==> src/rtl/echo_emu_pkg.sv <==
// Shared types and constants for the echo target emulator.
//
// Contents:
//   state_e        - FSM states (StHoldoff only exists when ECHO_HOLDOFF_EN is defined)
//   BCD_MAX_DIGIT  - largest legal BCD digit
//   MAX_DIST       - largest programmable distance
//   DCNT_W         - width of the round-trip delay counter (holds 2*MAX_DIST)
//   DIST_W         - width of the binary distance
//   digit_ok()     - true when a 4-bit nibble is a legal BCD digit
//
// Optional feature macro: ECHO_HOLDOFF_EN (adds the dead-time state after each echo).
package echo_emu_pkg;

    localparam int unsigned BCD_MAX_DIGIT = 9;
    localparam int unsigned MAX_DIST      = 999;
    localparam int unsigned DCNT_W        = 11;
    localparam int unsigned DIST_W        = 10;

`ifdef ECHO_HOLDOFF_EN
    typedef enum logic [1:0] {
        StIdle,
        StDelay,
        StEcho,
        StHoldoff
    } state_e;
`else
    typedef enum logic [1:0] {
        StIdle,
        StDelay,
        StEcho
    } state_e;
`endif

    function automatic logic digit_ok(input logic [3:0] digit);
        return digit <= 4'(BCD_MAX_DIGIT);
    endfunction

endpackage

==> src/rtl/bcd3_to_bin.sv <==
// Combinational three-digit BCD to binary converter.
//
// Ports:
//   bcd_i    in   12  {hundreds, tens, ones}, BCD
//   bin_o    out  10  100*h + 10*t + o (meaningless when valid_o is low)
//   valid_o  out  1   every digit is in 0..9
module bcd3_to_bin
    import echo_emu_pkg::*;
(
    input  logic [11:0]       bcd_i,
    output logic [DIST_W-1:0] bin_o,
    output logic              valid_o
);

    logic [3:0] hundreds;
    logic [3:0] tens;
    logic [3:0] ones;

    always_comb begin
        hundreds = bcd_i[11:8];
        tens     = bcd_i[7:4];
        ones     = bcd_i[3:0];

        bin_o = DIST_W'(hundreds) * DIST_W'(100)
              + DIST_W'(tens) * DIST_W'(10)
              + DIST_W'(ones);

        // An illegal digit can wrap the sum back into range, so the digit test is what counts;
        // the range test only documents the legal output span.
        valid_o = digit_ok(hundreds) && digit_ok(tens) && digit_ok(ones)
               && (32'(bin_o) <= MAX_DIST);
    end

endmodule

==> src/rtl/echo_target_emulator.sv <==
// Programmable far-end target for the time-of-flight ranging link.
//
// A rising edge on trig (while idle, with a legal BCD distance D) starts a round trip: after
// 2*D time ticks the module raises echo for ECHO_CYCLES clocks. A tick is TICK_DIV clocks.
// An accepted trigger at clock edge A gives an echo rising at edge A + 2*D*TICK_DIV + 1.
//
// Ports:
//   clk       in   1   system clock
//   reset     in   1   asynchronous, active-low reset
//   trig      in   1   ranging pulse from the initiator (synchronous to clk)
//   dist_bcd  in   12  target distance {hundreds, tens, ones}, BCD, sampled on acceptance
//   echo      out  1   returned pulse
//   busy      out  1   round trip in progress; triggers are ignored while high
//   dist_bin  out  10  binary distance latched at the last accepted trigger
//   err       out  1   one-cycle pulse when a trigger is rejected for an illegal digit
//
// Parameters:
//   TICK_DIV       clk cycles per time tick
//   ECHO_CYCLES    echo pulse width in clk cycles (>= 1)
//   HOLDOFF_TICKS  dead-time ticks after the echo (only present with ECHO_HOLDOFF_EN)
//
// Optional feature macro: ECHO_HOLDOFF_EN. When defined, the echo is followed by a HOLDOFF
// state of HOLDOFF_TICKS ticks during which busy stays high. When undefined, busy falls on
// the same edge as echo.
module echo_target_emulator
    import echo_emu_pkg::*;
#(
    parameter int unsigned TICK_DIV      = 100_000_000,
    parameter int unsigned ECHO_CYCLES   = 4
`ifdef ECHO_HOLDOFF_EN
    ,
    parameter int unsigned HOLDOFF_TICKS = 2
`endif
) (
    input  logic              clk,
    input  logic              reset,
    input  logic              trig,
    input  logic [11:0]       dist_bcd,
    output logic              echo,
    output logic              busy,
    output logic [DIST_W-1:0] dist_bin,
    output logic              err
);

    localparam int unsigned PRE_W  = (TICK_DIV > 1) ? $clog2(TICK_DIV) : 1;
    localparam int unsigned ECNT_W = (ECHO_CYCLES > 1) ? $clog2(ECHO_CYCLES) : 1;

    localparam logic [PRE_W-1:0]  PRE_LAST  = PRE_W'(TICK_DIV - 1);
    localparam logic [ECNT_W-1:0] ECNT_LOAD = ECNT_W'(ECHO_CYCLES - 1);

`ifdef ECHO_HOLDOFF_EN
    localparam int unsigned HCNT_W = (HOLDOFF_TICKS > 1) ? $clog2(HOLDOFF_TICKS + 1) : 1;
    localparam logic [HCNT_W-1:0] HCNT_LOAD = HCNT_W'(HOLDOFF_TICKS);
`endif

    // ------------------------------------------------------------------------
    // Distance decode
    // ------------------------------------------------------------------------
    logic [DIST_W-1:0] bcd_bin;
    logic              bcd_valid;

    bcd3_to_bin u_bcd3_to_bin (
        .bcd_i   (dist_bcd),
        .bin_o   (bcd_bin),
        .valid_o (bcd_valid)
    );

    // ------------------------------------------------------------------------
    // State
    // ------------------------------------------------------------------------
    state_e              state_q, state_d;
    logic                trig_q;
    logic [PRE_W-1:0]    pre_q, pre_d;
    logic [DCNT_W-1:0]   dcnt_q, dcnt_d;
    logic [ECNT_W-1:0]   ecnt_q, ecnt_d;
    logic                echo_q, echo_d;
    logic                busy_q, busy_d;
    logic [DIST_W-1:0]   dist_q, dist_d;
    logic                err_q, err_d;
`ifdef ECHO_HOLDOFF_EN
    logic [HCNT_W-1:0]   hcnt_q, hcnt_d;
`endif

    logic rise;
    logic counting;
    logic tick;

    assign rise = trig & ~trig_q;

`ifdef ECHO_HOLDOFF_EN
    assign counting = (state_q == StDelay) || (state_q == StHoldoff);
`else
    assign counting = (state_q == StDelay);
`endif

    // The prescaler only runs in the timed states; it sits at zero everywhere else, so entering
    // DELAY or HOLDOFF always starts a fresh, full tick period.
    assign tick = counting && (pre_q == PRE_LAST);

    always_comb begin
        state_d = state_q;
        pre_d   = counting ? (tick ? '0 : pre_q + 1'b1) : '0;
        dcnt_d  = dcnt_q;
        ecnt_d  = ecnt_q;
        echo_d  = echo_q;
        busy_d  = busy_q;
        dist_d  = dist_q;
        err_d   = 1'b0;
`ifdef ECHO_HOLDOFF_EN
        hcnt_d  = hcnt_q;
`endif

        unique case (state_q)
            StIdle: begin
                if (rise) begin
                    if (bcd_valid) begin
                        dist_d  = bcd_bin;
                        dcnt_d  = {bcd_bin, 1'b0};
                        busy_d  = 1'b1;
                        state_d = StDelay;
                    end else begin
                        err_d = 1'b1;
                    end
                end
            end

            StDelay: begin
                // Zero check comes first so that D = 0 leaves without consuming a tick.
                if (dcnt_q == '0) begin
                    state_d = StEcho;
                    echo_d  = 1'b1;
                    ecnt_d  = ECNT_LOAD;
                end else if (tick) begin
                    dcnt_d = dcnt_q - 1'b1;
                end
            end

            StEcho: begin
                if (ecnt_q == '0) begin
                    echo_d = 1'b0;
`ifdef ECHO_HOLDOFF_EN
                    hcnt_d  = HCNT_LOAD;
                    state_d = StHoldoff;
`else
                    busy_d  = 1'b0;
                    state_d = StIdle;
`endif
                end else begin
                    ecnt_d = ecnt_q - 1'b1;
                end
            end

`ifdef ECHO_HOLDOFF_EN
            StHoldoff: begin
                if (tick) begin
                    if (hcnt_q <= HCNT_W'(1)) begin
                        busy_d  = 1'b0;
                        state_d = StIdle;
                    end else begin
                        hcnt_d = hcnt_q - 1'b1;
                    end
                end
            end
`endif

            default: begin
                state_d = StIdle;
                echo_d  = 1'b0;
                busy_d  = 1'b0;
            end
        endcase
    end

    always_ff @(posedge clk or negedge reset) begin
        if (!reset) begin
            state_q <= StIdle;
            trig_q  <= 1'b0;
            pre_q   <= '0;
            dcnt_q  <= '0;
            ecnt_q  <= '0;
            echo_q  <= 1'b0;
            busy_q  <= 1'b0;
            dist_q  <= '0;
            err_q   <= 1'b0;
`ifdef ECHO_HOLDOFF_EN
            hcnt_q  <= '0;
`endif
        end else begin
            state_q <= state_d;
            trig_q  <= trig;
            pre_q   <= pre_d;
            dcnt_q  <= dcnt_d;
            ecnt_q  <= ecnt_d;
            echo_q  <= echo_d;
            busy_q  <= busy_d;
            dist_q  <= dist_d;
            err_q   <= err_d;
`ifdef ECHO_HOLDOFF_EN
            hcnt_q  <= hcnt_d;
`endif
        end
    end

    assign echo     = echo_q;
    assign busy     = busy_q;
    assign dist_bin = dist_q;
    assign err      = err_q;

endmodule

==> config.mk <==
export PLATFORM = sky130hd
export DESIGN_NAME = echo_target_emulator
export DESIGN_NICKNAME = d
export VERILOG_FILES = /design/src/rtl/echo_emu_pkg.sv /design/src/rtl/bcd3_to_bin.sv /design/src/rtl/echo_target_emulator.sv
export SDC_FILE = /design/constraint.sdc
export NUM_CORES = 1
export LEC_CHECK = 0
export ABC_CLOCK_PERIOD_IN_PS = 2100
export CELL_PAD_IN_SITES_DETAIL_PLACEMENT = 0
export CELL_PAD_IN_SITES_GLOBAL_PLACEMENT = 1
export CORE_UTILIZATION = 40
export DETAILED_ROUTE_END_ITERATION = 8
export GPL_ROUTABILITY_DRIVEN = 0
export PLACE_DENSITY = 0.8
export SETUP_SLACK_MARGIN = 0.1
export SLEW_MARGIN = 20
export SYNTH_ARGS = -nofsm -noshare
export SYNTH_HDL_FRONTEND = slang
export SYNTH_HIERARCHICAL = 1
export SYNTH_SLANG_ARGS = --single-unit
==> constraint.sdc <==
create_clock -name clk -period 2.1 [get_ports clk]
set_clock_uncertainty 0.2 [all_clocks]
set_input_delay 0.315 -clock clk [delete_from_list [all_inputs] [get_ports clk]]
set_output_delay 0.315 -clock clk [all_outputs]
set_load 0.005 [all_outputs]
==> results of run 1 <==
==> routing by layer <==
metal / GRT usage / up-vias / wire, um
li1: - / 1540 / -
met1: 0.250 / 1498 / 4110
met2: 0.330 / 47 / 4190
met3: 0.0303 / 15 / 211
met4: 0.0402 / 0 / 148
met5: 0 / - / 0
==> synthesized netlist by cell type (3+ instances only) <==
cell type,instances
clkbuf_1,5
xor2_1,18
o22a_1,6
dfrtp_1,56
a21o_1,5
nor2b_1,5
nor4_1,5
a31oi_1,7
a21oi_1,17
and3_1,7
nor3_1,5
and4_1,7
nand2b_1,3
nand3_1,24
o21ai_0,10
nand4_1,7
nor2_1,39
buf_2,4
fa_1,5
nand2_1,44
ha_1,31
buf_4,4
inv_1,16
xnor2_1,16
and2_1,3
==> state kept, by name (all words and copies together) (netlist names) <==
register  flops
state_q       2
dcnt_q       11
echo          1
trig_q        1
ecnt_q        2
dist_bin     10
busy          1
pre_q        27
err           1
==> worst max-delay path, cell delays in order <==
cell and delay (ps):
dlygate4sd2_1 210, inv_1 50, ha_1 280, ha_2 170
inv_1 50, fa_1 520, inv_2 50, ha_4 160
ha_4 230, a21o_1 170, a31oi_1 180, xnor2_1 130
a311oi_2 370, nand2_2 140, a211oi_2 190, or4b_4 490
nand3_2 90
==> worst min-delay path by stage <==
stage	startpoint	end
2_1_floorplan	reset	busy$_DFFE_PN0P_
3_3_place_gp	reset	dist_bin[8]$_DFFE_PN0P_
3_5_place_dp	reset	dist_bin[8]$_DFFE_PN0P_
4_1_cts	trig	trig_q$_DFF_PN0_
5_1_grt	trig	trig_q$_DFF_PN0_
6_report	trig	trig_q$_DFF_PN0_
==> power groups by stage <==
stage | logic [mW] | clock network [mW] | registers [mW]
global route | 1.01 | 0.630 | 1.13
finish | 0.917 | 0.570 | 1.13
floorplan | 0.402 | 0 | 1.15
global placement | 0.772 | 0 | 1.15
CTS | 0.886 | 0.585 | 1.13
detailed placement | 0.791 | 0 | 1.15
==> final cells by class <==
cell class                      count  area [um2]
Timing Repair Buffer              110         931
Tap cell                          108         135
Multi-Input combinational cell    293        2280
Clock buffer                        6        72.6
Inverter                           17        68.8
Clock inverter                      1        5.00
Fill cell                         758        3830
Sequential cell                    56        1400
==> metrics by stage <==
stage,hold WS (ps),cells,worst slack [ps],area (um2)
2_1_floorplan,-181,380,-1630,3700
3_3_place_gp,144,568,-2240,4520
3_5_place_dp,142,568,-2390,4520
4_1_cts,281,586,-1650,4770
5_1_grt,275,591,-1790,4890
6_report,273,591,-1640,4890
==> cells by family (layout without fill, tap and decap cells) <==
logic type,count (synthesis),count (layout),synth area share
AND/OR/NAND/NOR,164,164,0.242
AO/OA/AOI/OAI,59,59,0.109
flip-flops,56,56,0.390
adder cells (fa/ha/maj),36,36,0.136
XOR/XNOR,34,34,0.0829
buffers and inverters,31,134,0.0401
==> repair_timing <==
item,CTS,global route
pin swaps,31,21
gates cloned,1,0
endpoints found under the setup margin,49,49
endpoints found under the hold margin,56,0
gates resized for setup,46,22
hold buffers,1,0
buffers inserted,9,5
==> flow_metrics.env, run 1 <==
export IMPL_cap_violations=0
export IMPL_criticalPathCategory="input pin to flop"
export IMPL_power_frac_seq=0.432
export IMPL_min_delay_path_depth=1
export IMPL_gr_total_overflow=0
export IMPL_finalSetupViolations=24
export IMPL_dieWidth_um=96.8
export IMPL_cts_tree="done"
export IMPL_r2r_cells=7
export IMPL_synth_area_um2=3590
export IMPL_io_buffers=27
export IMPL_slew_violations=0
export IMPL_start_util=0.412
export IMPL_grt_pass1_wl_um=14800
export IMPL_syn_avg_cell_area_um2=9.45
export IMPL_worstSetupStartpointType="input pin"
export IMPL_clkSinkCount=56
export IMPL_drt_initial_drc_count=79
export IMPL_r2r_slack_ps=-60
export IMPL_worstSkewPairLatency_ps=310
export IMPL_fmax_mhz=267
export IMPL_internal_power_mw=1.84
export IMPL_p_leak_nw=2.28
export IMPL_setup_tns_ps=-35140
export IMPL_swShare=0.295
export IMPL_cts_buffers=5
export IMPL_ir_worst_vdd_mv=0.294
export IMPL_synth_edff_count=0
export IMPL_worst_path_max_fanout=3
export IMPL_core_um2=8720
export IMPL_rsz0062_at_grt="true"
export IMPL_antenna_found_initial=0
export IMPL_synth_seq_area_share=0.390
export IMPL_route_vias_total=3100
export IMPL_nets=534
export IMPL_syn_nets=431
export IMPL_grt_pass1_vias=3171
export IMPL_setup_slack_ps=-1640
export IMPL_mostFrequentLayoutCells="72 x buf_4, 56 x dfrtp_1, 42 x nand2_1, 37 x nor2_1, 23 x nand3_1"
export IMPL_worst_pin_slew_ps=392
export IMPL_synth_async_reset_ratio=1.00
export IMPL_synth_cell_type_count=52
export IMPL_power_density_nw_per_um2=535
export IMPL_synth_warnings=6
export IMPL_design_die_area_um2=9360
export IMPL_grt_usage=0.190
export IMPL_status="complete, but fails checks"
export IMPL_yosysTopAreaCell="dfrtp_1"
export IMPL_violations="setup timing"
export IMPL_ios=28
export IMPL_finalHoldViolations=0
export IMPL_root_buffer="clkbuf_8"
export IMPL_via_per_inst=5.25
export IMPL_fin_crit_ps=3740
export IMPL_drc=0
export IMPL_area_delta_synth_final_pct=36.1
export IMPL_wirelength_um=8660
export IMPL_synth_cells=380
export IMPL_end_kind="flop"
export IMPL_clockPowerShare=0.218
export IMPL_p_total_mw=2.62
export IMPL_final_common_cell="buf_4"
export IMPL_power_frac_comb=0.350
export IMPL_arrival_ps=3800
export IMPL_drive_gt1_frac=0.296
export IMPL_htree_levels=2
export IMPL_crit_path_end="dcnt_q[5]$_DFFE_PN0P_"
export IMPL_drtAntennaViolNets=0
export IMPL_synth_top_cells_by_area="dfrtp_1 39%, ha_1 11%, nand2_1 4.6%"
export IMPL_die_h_um=96.8
export IMPL_num_rows=34
export IMPL_r2r_start="dcnt_q[9]$_DFFE_PN0P_"
export IMPL_synthFlopType="dfrtp_1"
export IMPL_fin_util=0.561
export IMPL_rr_endpoint="dcnt_q[10]$_DFFE_PN0P_"
export IMPL_worstSetupStartpoint="dist_bcd[9]"
export IMPL_diodes=0
export IMPL_clk_pin_slew_ps=100
export IMPL_min_path_type="input pin to flop"
export IMPL_clock_path_buffers=2
export IMPL_yosysTopAreaCellShare=0.390
export IMPL_hpwl_um=6320
export IMPL_synth_seq_cells=56
export IMPL_slew_headroom=0.736
export IMPL_grt_max_degree=57
export IMPL_switching_power_mw=0.773
export IMPL_crit_required_ps=2160
export IMPL_wire_per_inst_um=14.6
export IMPL_min_period_over_period=1.78
export IMPL_first_pass_iters=4
Power figures use the tool's default switching activity.
==> run 2, diff against run 1 <==
CAP_MARGIN = 20   (was unset)
CORE_UTILIZATION = 41   (was 40)
PLACE_DENSITY = 0.82   (was 0.8)
SYNTH_HIERARCHICAL = unset   (was 1)
==> flow_metrics.env, run 2 <==
export IMPL_worstSetupStartpoint="dist_bcd[9]"
export IMPL_synthTopCellsByCount="56 x dfrtp_1, 43 x nor2_1, 36 x nand2_1"
export IMPL_ir_worst_vdd_mv=0.324
export IMPL_clkSinkCount=56
export IMPL_cap_violations=0
export IMPL_io_buffers=27
export IMPL_setup_slack_ps=-1500
export IMPL_power_frac_seq=0.361
export IMPL_clock_path_buffers=2
export IMPL_r2r_slack_ps=-770
export IMPL_pre_cts_ws_ps=-2350
export IMPL_rr_endpoint="dcnt_q[10]$_DFFE_PN0P_"
export IMPL_clk_pin_slew_ps=110
export IMPL_p_total_mw=2.99
export IMPL_setup_tns_ps=-35210
export IMPL_ios=28
export IMPL_via_per_inst=5.32
export IMPL_criticalPathCategory="input pin to flop"
export IMPL_route_vias_total=3407
export IMPL_drive_gt1_frac=0.465
export IMPL_first_pass_iters=4
export IMPL_final_common_cell="buf_4"
export IMPL_wire_per_inst_um=16.1
export IMPL_crit_required_ps=2110
export IMPL_hold_start="trig"
export IMPL_synth_warnings=0
export IMPL_num_rows=33
export IMPL_yosysTopAreaCell="dfrtp_1"
export IMPL_start_util=0.430
export IMPL_cts_buffers=5
export IMPL_regMostFlops="pre_q"
export IMPL_fin_crit_ps=3600
export IMPL_synth_edff_count=0
export IMPL_violations="setup timing"
export IMPL_gr_total_overflow=0
export IMPL_core_um2=8300
export IMPL_fmax_mhz=278
export IMPL_drt_initial_drc_count=134
export IMPL_swShare=0.319
export IMPL_root_buffer="clkbuf_8"
export IMPL_r2r_cells=9
export IMPL_synth_area_um2=3570
export IMPL_p_leak_nw=2.60
export IMPL_syn_nets=431
export IMPL_arrival_ps=3610
export IMPL_crit_path_end="dist_bin[3]$_DFFE_PN0P_"
export IMPL_power_density_nw_per_um2=522
export IMPL_synth_most_common_cell="dfrtp_1"
export IMPL_drc=0
export IMPL_synth_cells=381
export IMPL_grt_usage=0.227
export IMPL_diodes=0
export IMPL_mostFrequentLayoutCells="103 x buf_4, 55 x dfrtp_1, 32 x nand2_1, 24 x nor2_1, 20 x buf_6"
export IMPL_synth_top_cells_by_area="dfrtp_1 39%, ha_1 11%, xor2_1 5.2%"
export IMPL_wirelength_um=10300
export IMPL_rsz0062_at_grt="true"
export IMPL_synth_seq_area_share=0.393
export IMPL_status="complete, but fails checks"
export IMPL_power_frac_comb=0.432
export IMPL_synth_seq_cells=56
export IMPL_nets=584
export IMPL_htree_levels=2
export IMPL_grt_pass1_wl_um=16100
export IMPL_hpwl_um=6990
export IMPL_antenna_found_initial=0
export IMPL_grt_max_degree=27
export IMPL_synthFlopType="dfrtp_1"
export IMPL_min_period_over_period=1.71
export IMPL_worst_pin_slew_ps=498
export IMPL_worstSkewPairLatency_ps=320
export IMPL_clockPowerShare=0.206
export IMPL_area_delta_synth_final_pct=60.3
export IMPL_syn_avg_cell_area_um2=9.36
export IMPL_design_die_area_um2=9070
export IMPL_synth_cell_type_count=51
export IMPL_yosysTopAreaCellShare=0.393
export IMPL_fill_cells=597
export IMPL_dieWidth_um=95.3
export IMPL_r2r_start="dcnt_q[1]$_DFFE_PN0P_"
export IMPL_hold_ws_ps=277
export IMPL_largest_register_ffs=27
export IMPL_slew_violations=0
export IMPL_synth_async_reset_ratio=1.00
export IMPL_switching_power_mw=0.952
export IMPL_worstSetupStartpointType="input pin"
export IMPL_cts_tree="done"
export IMPL_grt_pass1_vias=3470
export IMPL_end_kind="flop"
export IMPL_finalSetupViolations=37
export IMPL_die_h_um=95.3
export IMPL_min_path_type="input pin to flop"
export IMPL_worst_path_max_fanout=6
export IMPL_finalHoldViolations=0
export IMPL_slew_headroom=0.668
export IMPL_internal_power_mw=2.03
export IMPL_drtAntennaViolNets=0
[run 2: cell count changes after synthesis, moves of 7 or more]
cell / delta
mux2_2: +7
xnor2_1: -7
nand3_1: -11
nand2_1: -8
o21ai_0: +19
[run 2: layer usage]
layer | vias up | GRT usage | part of all wire
met1 | 1699 | 0.298 | 0.46
met5 | - | 0 | 0
met2 | 59 | 0.399 | 0.51
li1 | 1639 | - | -
met4 | 0 | 0.0492 | 0.011
met3 | 10 | 0.0279 | 0.020
[run 2: worst max-delay path, cell delays in order]
cell	delay (ps)
buf_6	70
buf_8	120
inv_12	30
ha_4	250
ha_4	120
inv_2	30
fa_1	520
inv_2	50
ha_4	240
ha_4	240
or4b_4	500
o311ai_4	100
nand4_1	210
o31ai_4	310
buf_6	180
mux2_4	310
[run 2: timing repair]
item	CTS	global route
hold buffers	1	0
cloned	1	1
endpoints found under the setup margin	53	54
pin swaps	29	32
buffers inserted	13	13
hold endpoints to repair	18	0
resized for setup	67	80
[run 2: worst min path at each step]
| stage | cells after the start | endpoint |
|---|---|---|
| detailed placement | 1 | err$_DFF_PN0_ |
| finish | 1 | trig_q$_DFF_PN0_ |
| global placement | 1 | err$_DFF_PN0_ |
| CTS | 1 | trig_q$_DFF_PN0_ |
| global route | 1 | trig_q$_DFF_PN0_ |
| floorplan | 0 | busy$_DFFE_PN0P_ |
[run 2: final cells by class]
cell class                      instances  area, um2  share of cell area
Inverter                               18       87.6              0.0153
Tap cell                              105        131              0.0230
Clock inverter                          3       21.3             0.00372
Multi-Input combinational cell        298       2660               0.464
Clock buffer                            5       68.8              0.0120
Sequential cell                        56       1400               0.245
Timing Repair Buffer                  155       1350               0.236
[run 2: stage by stage]
stage / instances / util / cell area (um2)
2_1_floorplan: 381 / - / 3840
3_3_place_gp: 607 / 0.599 / 4970
3_5_place_dp: 607 / 0.599 / 4970
4_1_cts: 629 / 0.641 / 5320
5_1_grt: 640 / 0.689 / 5720
6_report: 640 / 0.689 / 5720
[run 2: power by group through the flow]
stage          Sequential [mW]  Clock [mW]  Combinational [mW]
6_report                  1.08       0.617                1.29
5_1_grt                   1.08       0.660                1.41
4_1_cts                   1.08       0.624                1.25
3_5_place_dp              1.10           0                1.10
3_3_place_gp              1.10           0                1.07
2_1_floorplan             1.10           0               0.592
[run 2: logic make-up (layout without fill, tap and decap cells)]
kind of cell,count (synthesis),in the layout,share of synthesized area
adders and majority gates,35,35,0.133
DFF,56,56,0.393
buffers and inverters,27,181,0.0298
and+or+nand+nor,155,155,0.227
muxes,7,7,0.0221
xor gates and xnor gates,30,30,0.0737
AOI/OAI and AO/OA,71,71,0.121
==> run 3, diff against run 2 <==
GPL_ROUTABILITY_DRIVEN = unset   (was 0)
==> results of run 3 <==
No change in the layout: final DEF, timing and power equal those of run 2.
